<file path="src/rtl/scroll_engine.sv">
// scroll_engine
//   Executes line-scroll requests against the text-cell RAM, one cell per
//   clock. A request moves lines [top,bottom] up or down by N lines and
//   fills the vacated lines with BLANK. One request can wait in a pending
//   slot while another is running. A request that arrives while the slot is
//   already occupied is dropped and sets a sticky overflow flag.
//
// Ports
//   clk, rst            clock; asynchronous active-high reset
//   i_req_valid         one-cycle request strobe
//   i_req_dir           0 = up (content toward top), 1 = down
//   i_req_step          lines to scroll (N)
//   i_req_top/_bottom   inclusive absolute line range
//   o_busy              request in progress (COPY..DONE)
//   o_done              one-cycle completion pulse (no-ops included)
//   o_overflow          sticky: a request was dropped
//   o_rd_en/o_rd_addr   RAM read; i_rd_data returns the next cycle
//   o_wr_en/o_wr_addr/o_wr_data  RAM write
module scroll_engine #(
  parameter int                 COLUMNS = 80,
  parameter int                 LINES   = 25,
  parameter int                 ADDR_W  = 12,
  parameter int                 DATA_W  = 32,
  parameter logic [DATA_W-1:0]  BLANK   = '0
) (
  input  logic              clk,
  input  logic              rst,
  input  logic              i_req_valid,
  input  logic              i_req_dir,
  input  logic [7:0]        i_req_step,
  input  logic [7:0]        i_req_top,
  input  logic [7:0]        i_req_bottom,
  output logic              o_busy,
  output logic              o_done,
  output logic              o_overflow,
  output logic              o_rd_en,
  output logic [ADDR_W-1:0] o_rd_addr,
  input  logic [DATA_W-1:0] i_rd_data,
  output logic              o_wr_en,
  output logic [ADDR_W-1:0] o_wr_addr,
  output logic [DATA_W-1:0] o_wr_data
);

  localparam int COL_W = (COLUMNS > 1) ? $clog2(COLUMNS) : 1;
  localparam logic [COL_W-1:0] COL_LAST = COL_W'(COLUMNS - 1);

  typedef enum logic [2:0] {S_IDLE, S_COPY, S_DRAIN, S_BLANK, S_DONE} state_t;

  state_t             r_state, w_state_n;
  logic               r_dir, w_dir_n;
  logic [7:0]         r_n, w_n_n;
  logic [7:0]         r_top, w_top_n;
  logic [7:0]         r_bottom, w_bot_n;
  logic [7:0]         r_line, w_line_n;   // current destination line
  logic [COL_W-1:0]   r_col, w_col_n;
  logic [7:0]         r_left, w_left_n;   // lines remaining in this phase

  // copy-write stage: address of the cell read last cycle
  logic               r_cw_vld;
  logic [ADDR_W-1:0]  r_cw_addr;

  // pending slot
  logic               r_pend_vld;
  logic               r_pend_dir;
  logic [7:0]         r_pend_step, r_pend_top, r_pend_bot;
  logic               r_overflow;

  // request source: the pending slot has priority when leaving DONE
  logic               w_start, w_from_pend;
  logic               w_s_dir;
  logic [7:0]         w_s_step, w_s_top, w_s_bot;
  logic               w_noop;
  logic [7:0]         w_r, w_n, w_copy, w_s_bl0, w_reg_bl0;
  logic [7:0]         w_src_line;
  logic [ADDR_W-1:0]  w_dst_addr, w_src_addr;
  logic               w_in_blank;

  assign w_from_pend = (r_state == S_DONE) && r_pend_vld;
  assign w_start     = ((r_state == S_IDLE) && i_req_valid) ||
                       ((r_state == S_DONE) && (r_pend_vld || i_req_valid));

  assign w_s_dir  = w_from_pend ? r_pend_dir  : i_req_dir;
  assign w_s_step = w_from_pend ? r_pend_step : i_req_step;
  assign w_s_top  = w_from_pend ? r_pend_top  : i_req_top;
  assign w_s_bot  = w_from_pend ? r_pend_bot  : i_req_bottom;

  assign w_noop = (w_s_step == 8'd0) || (w_s_top > w_s_bot) ||
                  (w_s_bot >= 8'(LINES));
  assign w_r    = w_s_bot - w_s_top + 8'd1;
  assign w_n    = (w_s_step < w_r) ? w_s_step : w_r;
  assign w_copy = w_r - w_n;

  // first vacated line; blanking always runs upward from here for n lines
  assign w_s_bl0   = w_s_dir ? w_s_top : (w_s_bot - w_n + 8'd1);
  assign w_reg_bl0 = r_dir   ? r_top   : (r_bottom - r_n + 8'd1);

  // source lies n lines below the destination for up, above it for down
  assign w_src_line = r_dir ? (r_line - r_n) : (r_line + r_n);
  assign w_dst_addr = ADDR_W'(r_line) * ADDR_W'(COLUMNS) + ADDR_W'(r_col);
  assign w_src_addr = ADDR_W'(w_src_line) * ADDR_W'(COLUMNS) + ADDR_W'(r_col);

  // next-state and traversal
  always_comb begin
    w_state_n = r_state;
    w_dir_n   = r_dir;
    w_n_n     = r_n;
    w_top_n   = r_top;
    w_bot_n   = r_bottom;
    w_line_n  = r_line;
    w_col_n   = r_col;
    w_left_n  = r_left;
    case (r_state)
      S_COPY: begin
        if (r_col == COL_LAST) begin
          w_col_n  = '0;
          w_left_n = r_left - 8'd1;
          w_line_n = r_dir ? (r_line - 8'd1) : (r_line + 8'd1);
          if (r_left == 8'd1) w_state_n = S_DRAIN;
        end else begin
          w_col_n = r_col + COL_W'(1);
        end
      end
      S_DRAIN: begin
        w_line_n  = w_reg_bl0;
        w_col_n   = '0;
        w_left_n  = r_n;
        w_state_n = S_BLANK;
      end
      S_BLANK: begin
        if (r_col == COL_LAST) begin
          w_col_n  = '0;
          w_left_n = r_left - 8'd1;
          w_line_n = r_line + 8'd1;
          if (r_left == 8'd1) w_state_n = S_DONE;
        end else begin
          w_col_n = r_col + COL_W'(1);
        end
      end
      S_DONE:  w_state_n = S_IDLE;
      default: ;
    endcase
    // w_start is only true in IDLE or DONE, so it overrides safely
    if (w_start) begin
      w_dir_n = w_s_dir;
      w_n_n   = w_n;
      w_top_n = w_s_top;
      w_bot_n = w_s_bot;
      w_col_n = '0;
      if (w_noop) begin
        w_state_n = S_DONE;
      end else if (w_copy != 8'd0) begin
        w_state_n = S_COPY;
        // up walks ascending from top, down descending from bottom,
        // so every source is read before it is overwritten
        w_line_n  = w_s_dir ? w_s_bot : w_s_top;
        w_left_n  = w_copy;
      end else begin
        w_state_n = S_BLANK;
        w_line_n  = w_s_bl0;
        w_left_n  = w_n;
      end
    end
  end

  always_ff @(posedge clk or posedge rst) begin
    if (rst) begin
      r_state  <= S_IDLE;
      r_dir    <= 1'b0;
      r_n      <= '0;
      r_top    <= '0;
      r_bottom <= '0;
      r_line   <= '0;
      r_col    <= '0;
      r_left   <= '0;
    end else begin
      r_state  <= w_state_n;
      r_dir    <= w_dir_n;
      r_n      <= w_n_n;
      r_top    <= w_top_n;
      r_bottom <= w_bot_n;
      r_line   <= w_line_n;
      r_col    <= w_col_n;
      r_left   <= w_left_n;
    end
  end

  // copy-write pipeline and pending slot
  always_ff @(posedge clk or posedge rst) begin
    if (rst) begin
      r_cw_vld    <= 1'b0;
      r_cw_addr   <= '0;
      r_pend_vld  <= 1'b0;
      r_pend_dir  <= 1'b0;
      r_pend_step <= '0;
      r_pend_top  <= '0;
      r_pend_bot  <= '0;
      r_overflow  <= 1'b0;
    end else begin
      r_cw_vld  <= (r_state == S_COPY);
      r_cw_addr <= (r_state == S_COPY) ? w_dst_addr : '0;
      if (w_from_pend) begin
        r_pend_vld <= 1'b0;
      end else if (i_req_valid && (r_state != S_IDLE) &&
                   (r_state != S_DONE) && !r_pend_vld) begin
        r_pend_vld  <= 1'b1;
        r_pend_dir  <= i_req_dir;
        r_pend_step <= i_req_step;
        r_pend_top  <= i_req_top;
        r_pend_bot  <= i_req_bottom;
      end
      // a DONE-cycle request with an empty slot starts directly instead
      if (i_req_valid && (r_state != S_IDLE) && r_pend_vld)
        r_overflow <= 1'b1;
    end
  end

  assign w_in_blank = (r_state == S_BLANK);

  assign o_busy     = (r_state != S_IDLE);
  assign o_done     = (r_state == S_DONE);
  assign o_overflow = r_overflow;
  assign o_rd_en    = (r_state == S_COPY);
  assign o_rd_addr  = o_rd_en ? w_src_addr : '0;
  // copy writes never overlap blank writes: DRAIN separates them
  assign o_wr_en    = r_cw_vld | w_in_blank;
  assign o_wr_addr  = r_cw_vld ? r_cw_addr :
                      (w_in_blank ? w_dst_addr : '0);
  assign o_wr_data  = r_cw_vld ? i_rd_data :
                      (w_in_blank ? BLANK : '0);

endmodule

</file>
<file path="config.mk">
export PLATFORM = sky130hd
export DESIGN_NAME = scroll_engine
export DESIGN_NICKNAME = d
export VERILOG_FILES = /design/src/rtl/scroll_engine.sv
export SDC_FILE = /design/constraint.sdc
export NUM_CORES = 1
export LEC_CHECK = 0
export CAP_MARGIN = 20
export CORE_MARGIN = 1
export CORE_UTILIZATION = 57
export DETAILED_ROUTE_END_ITERATION = 10
export GPL_ROUTABILITY_DRIVEN = 0
export MAX_ROUTING_LAYER = met4
export PLACE_DENSITY = 0.83
export SETUP_SLACK_MARGIN = 0.15
export SYNTH_ARGS = -nofsm -noshare
export SYNTH_HDL_FRONTEND = slang
export SYNTH_SLANG_ARGS = --single-unit
</file>
<file path="constraint.sdc">
create_clock -name clk -period 9.1 [get_ports clk]
set_input_delay 1.82 -clock clk [delete_from_list [all_inputs] [get_ports clk]]
set_output_delay 1.82 -clock clk [all_outputs]
set_load 0.1 [all_outputs]
</file>
==> results.tsv <==
metric	value	unit
syn_nets	1157	
Crit Path Category	input port to register	
H-tree Lvls	3	
WL final	23.3	mm
slew at the pin closest to its max-slew limit	1.01	ns
Worst slew margin	32.4	%
dpl hpwl	18.1	mm
Synth Flop Type	dfrtp_1	
slowest CP cell	clkdlybuf4s50_1	
iteration-0 DRC count of the detailed router	611	
hold crit path type	register to register	
Vias	7775	
Final WS setup	0.761	ns
Final Max Slew Viols	0	
leading post-synthesis cells by cell area	dfrtp_1 26%, ha_1 12%, mux2i_1 5.8%, xnor2_1 5.4%, a21oi_1 4.6%	
FP Rows	44	
layout cell share with drive strength beyond 1	8.49	%
sequential area share after synthesis	26.0	%
WP data required	9.34	ns
Clock Sink Count	91	
flip-flop and latch area	0.00228	mm²
GRT Residual Overflow	0	
first-pass GRT wire length	38.7	mm
DRC Markers	0	
Worst-Skew Late Latency	0.36	ns
Syn Inst Count	1005	
Clock Tree Root	clkbuf_16	
CP endpoint kind	register	
DIE AREA	0.0159	mm²
Fillers	1132	
CP startpoint kind	input port	
Post-synth top cells	91 x dfrtp_1, 83 x ha_1, 81 x a21oi_1, 74 x nor2_1, 73 x nand2_1	
Setup Viol. Count Final	0	
top cell type's share of synthesized area	26.0	%
syn_area_per_cell	8.72	µm²
post-route setup TNS	0	ns
dpl ws	0.513	ns
RSZ-0062 raised after global routing	false	
Setup Skew	0.0115	ns
Final nets	1266	
Syn. warnings	0	
EDFF count, synth	0	
Starting Density	59.4	%
Yosys cell types	77	
Max Freq	120	MHz
status	finished clean	
post-route minimum period	8.34	ns
clock-pin slew on the worst setup and hold paths	0.07	ns
Final period util	91.6	%
Num CTS Buffers	9	
all-layer global routing usage	31.5	%
Core Area	0.0148	mm²
I/O Buffers	120	
Die Ht	126	µm
Critical Path Max Stage Delay	0.41	ns
Antenna Nets Post-Route	0	
Hold-fix buffers, CTS	0	
Post-synth ARST share	100	%
multi-input logic area	0.00602	mm²
endpoints failing hold	0	
number of global-route vias before repair	7715	
Vias per Instance	5.97	
PostCTS Resize Cnt	0	
clk buf depth	2	
TritonCTS clock tree	built	
wire per inst	17.9	µm
register bit count reported by yosys	91	
chip width	126	µm
cell taking the most area after synthesis	dfrtp_1	
WP data arrival	8.58	ns
Max Fanout on Critical Path	8	
largest net degree at the start of global routing	58	
initial antenna violation count	0	
Top Ports	121	
area grow syn2layout	19.6	%
max-cap violation count	0	
Synth Cell Area	0.00876	mm²
top-count cell post-synth	dfrtp_1	
# diodes	0	
CP dominant cell by count	ha_1	
drt pass-1 iters	5	
Setup Buffers After CTS	0	
## per-layer routing
layer | share of wire (%) | track usage (%)
met1 | 41 | 37.4
met3 | 6.5 | 5.23
met2 | 48 | 52.6
met4 | 4.8 | 14.1
met5 | 0 | -
## final timing paths
| check | start | end | slack, ns | depth (start not counted) |
|---|---|---|---|---|
| min in group asynchronous | rst | r_bottom[6] | 1.83 | 2 |
| worst min-delay path | o_overflow | o_overflow | 0.47 | 1 |
| worst min register to register | o_overflow | o_overflow | 0.47 | 1 |
| worst max register to register | r_state[0] | r_line[2] | 1.09 | 29 |
| worst max-delay path | i_req_top[1] | r_line[2] | 0.76 | 29 |
| max in group asynchronous | rst | r_left[2] | 6.12 | 3 |
## layout make-up
type | instances | share of cell area, %
clock inverter | 6 | 0.597
multi-input combinational | 799 | 57.4
timing repair buffer | 142 | 13.2
inverter | 71 | 2.55
tap | 184 | 2.20
clock buffer | 10 | 2.28
sequential | 91 | 21.7
## sequential cells by signal (all words and copies together), names as in the netlist
signal	cells
r_left	8
r_pend_dir	1
r_cw_vld	1
r_pend_bot	8
r_line	8
o_overflow	1
r_pend_step	8
r_n	8
r_bottom	8
r_col	7
r_dir	1
r_cw_addr	12
r_pend_top	8
r_pend_vld	1
r_top	8
r_state	3
## cells in the final DEF (no fill, tap or decap), drive strengths merged, types with 23 or more instances in the layout
| cell type | n |
|---|---|
| a21o | 23 |
| a21oi | 82 |
| and2 | 53 |
| clkdlybuf4s50 | 120 |
| dfrtp | 91 |
| ha | 83 |
| inv | 75 |
| mux2 | 34 |
| mux2i | 52 |
| nand2 | 73 |
| nor2 | 74 |
| o21ai | 45 |
| xnor2 | 55 |
| xor2 | 25 |
## through the flow
stage	instances	util (%)	instance area, µm²	hold WS, ns
final	1303	71.0	10500	0.468
after global routing	1303	71.0	10500	0.510
after CTS	1302	70.8	10500	0.470
after detailed placement	1286	68.8	10200	0.454
after global placement	1286	68.8	10200	0.450
after floorplan	1005	-	8760	0.475
## cell families (layout without fill, tap and decap cells)
kind of cell,count (synthesis),after routing,share of synthesized area (%)
simple gates,289,289,16.6
compound gates,248,248,18.3
buf+inv,115,229,5.45
fa+ha+maj,94,94,14.2
flops,91,91,26.0
mux,86,86,10.5
xor+xnor,82,82,8.90
## critical path: cells and delay by family
kind	cells	cell delay [ns]
compound gates	11	2.40
xor+xnor	1	0.20
fa+ha+maj	6	1.80
buf+inv	3	0.55
mux	2	0.68
simple gates	6	1.11
Power is left out: the tool's default activity adds up to more than one toggle a clock period on the data nets, which glitch-free logic cannot reach.
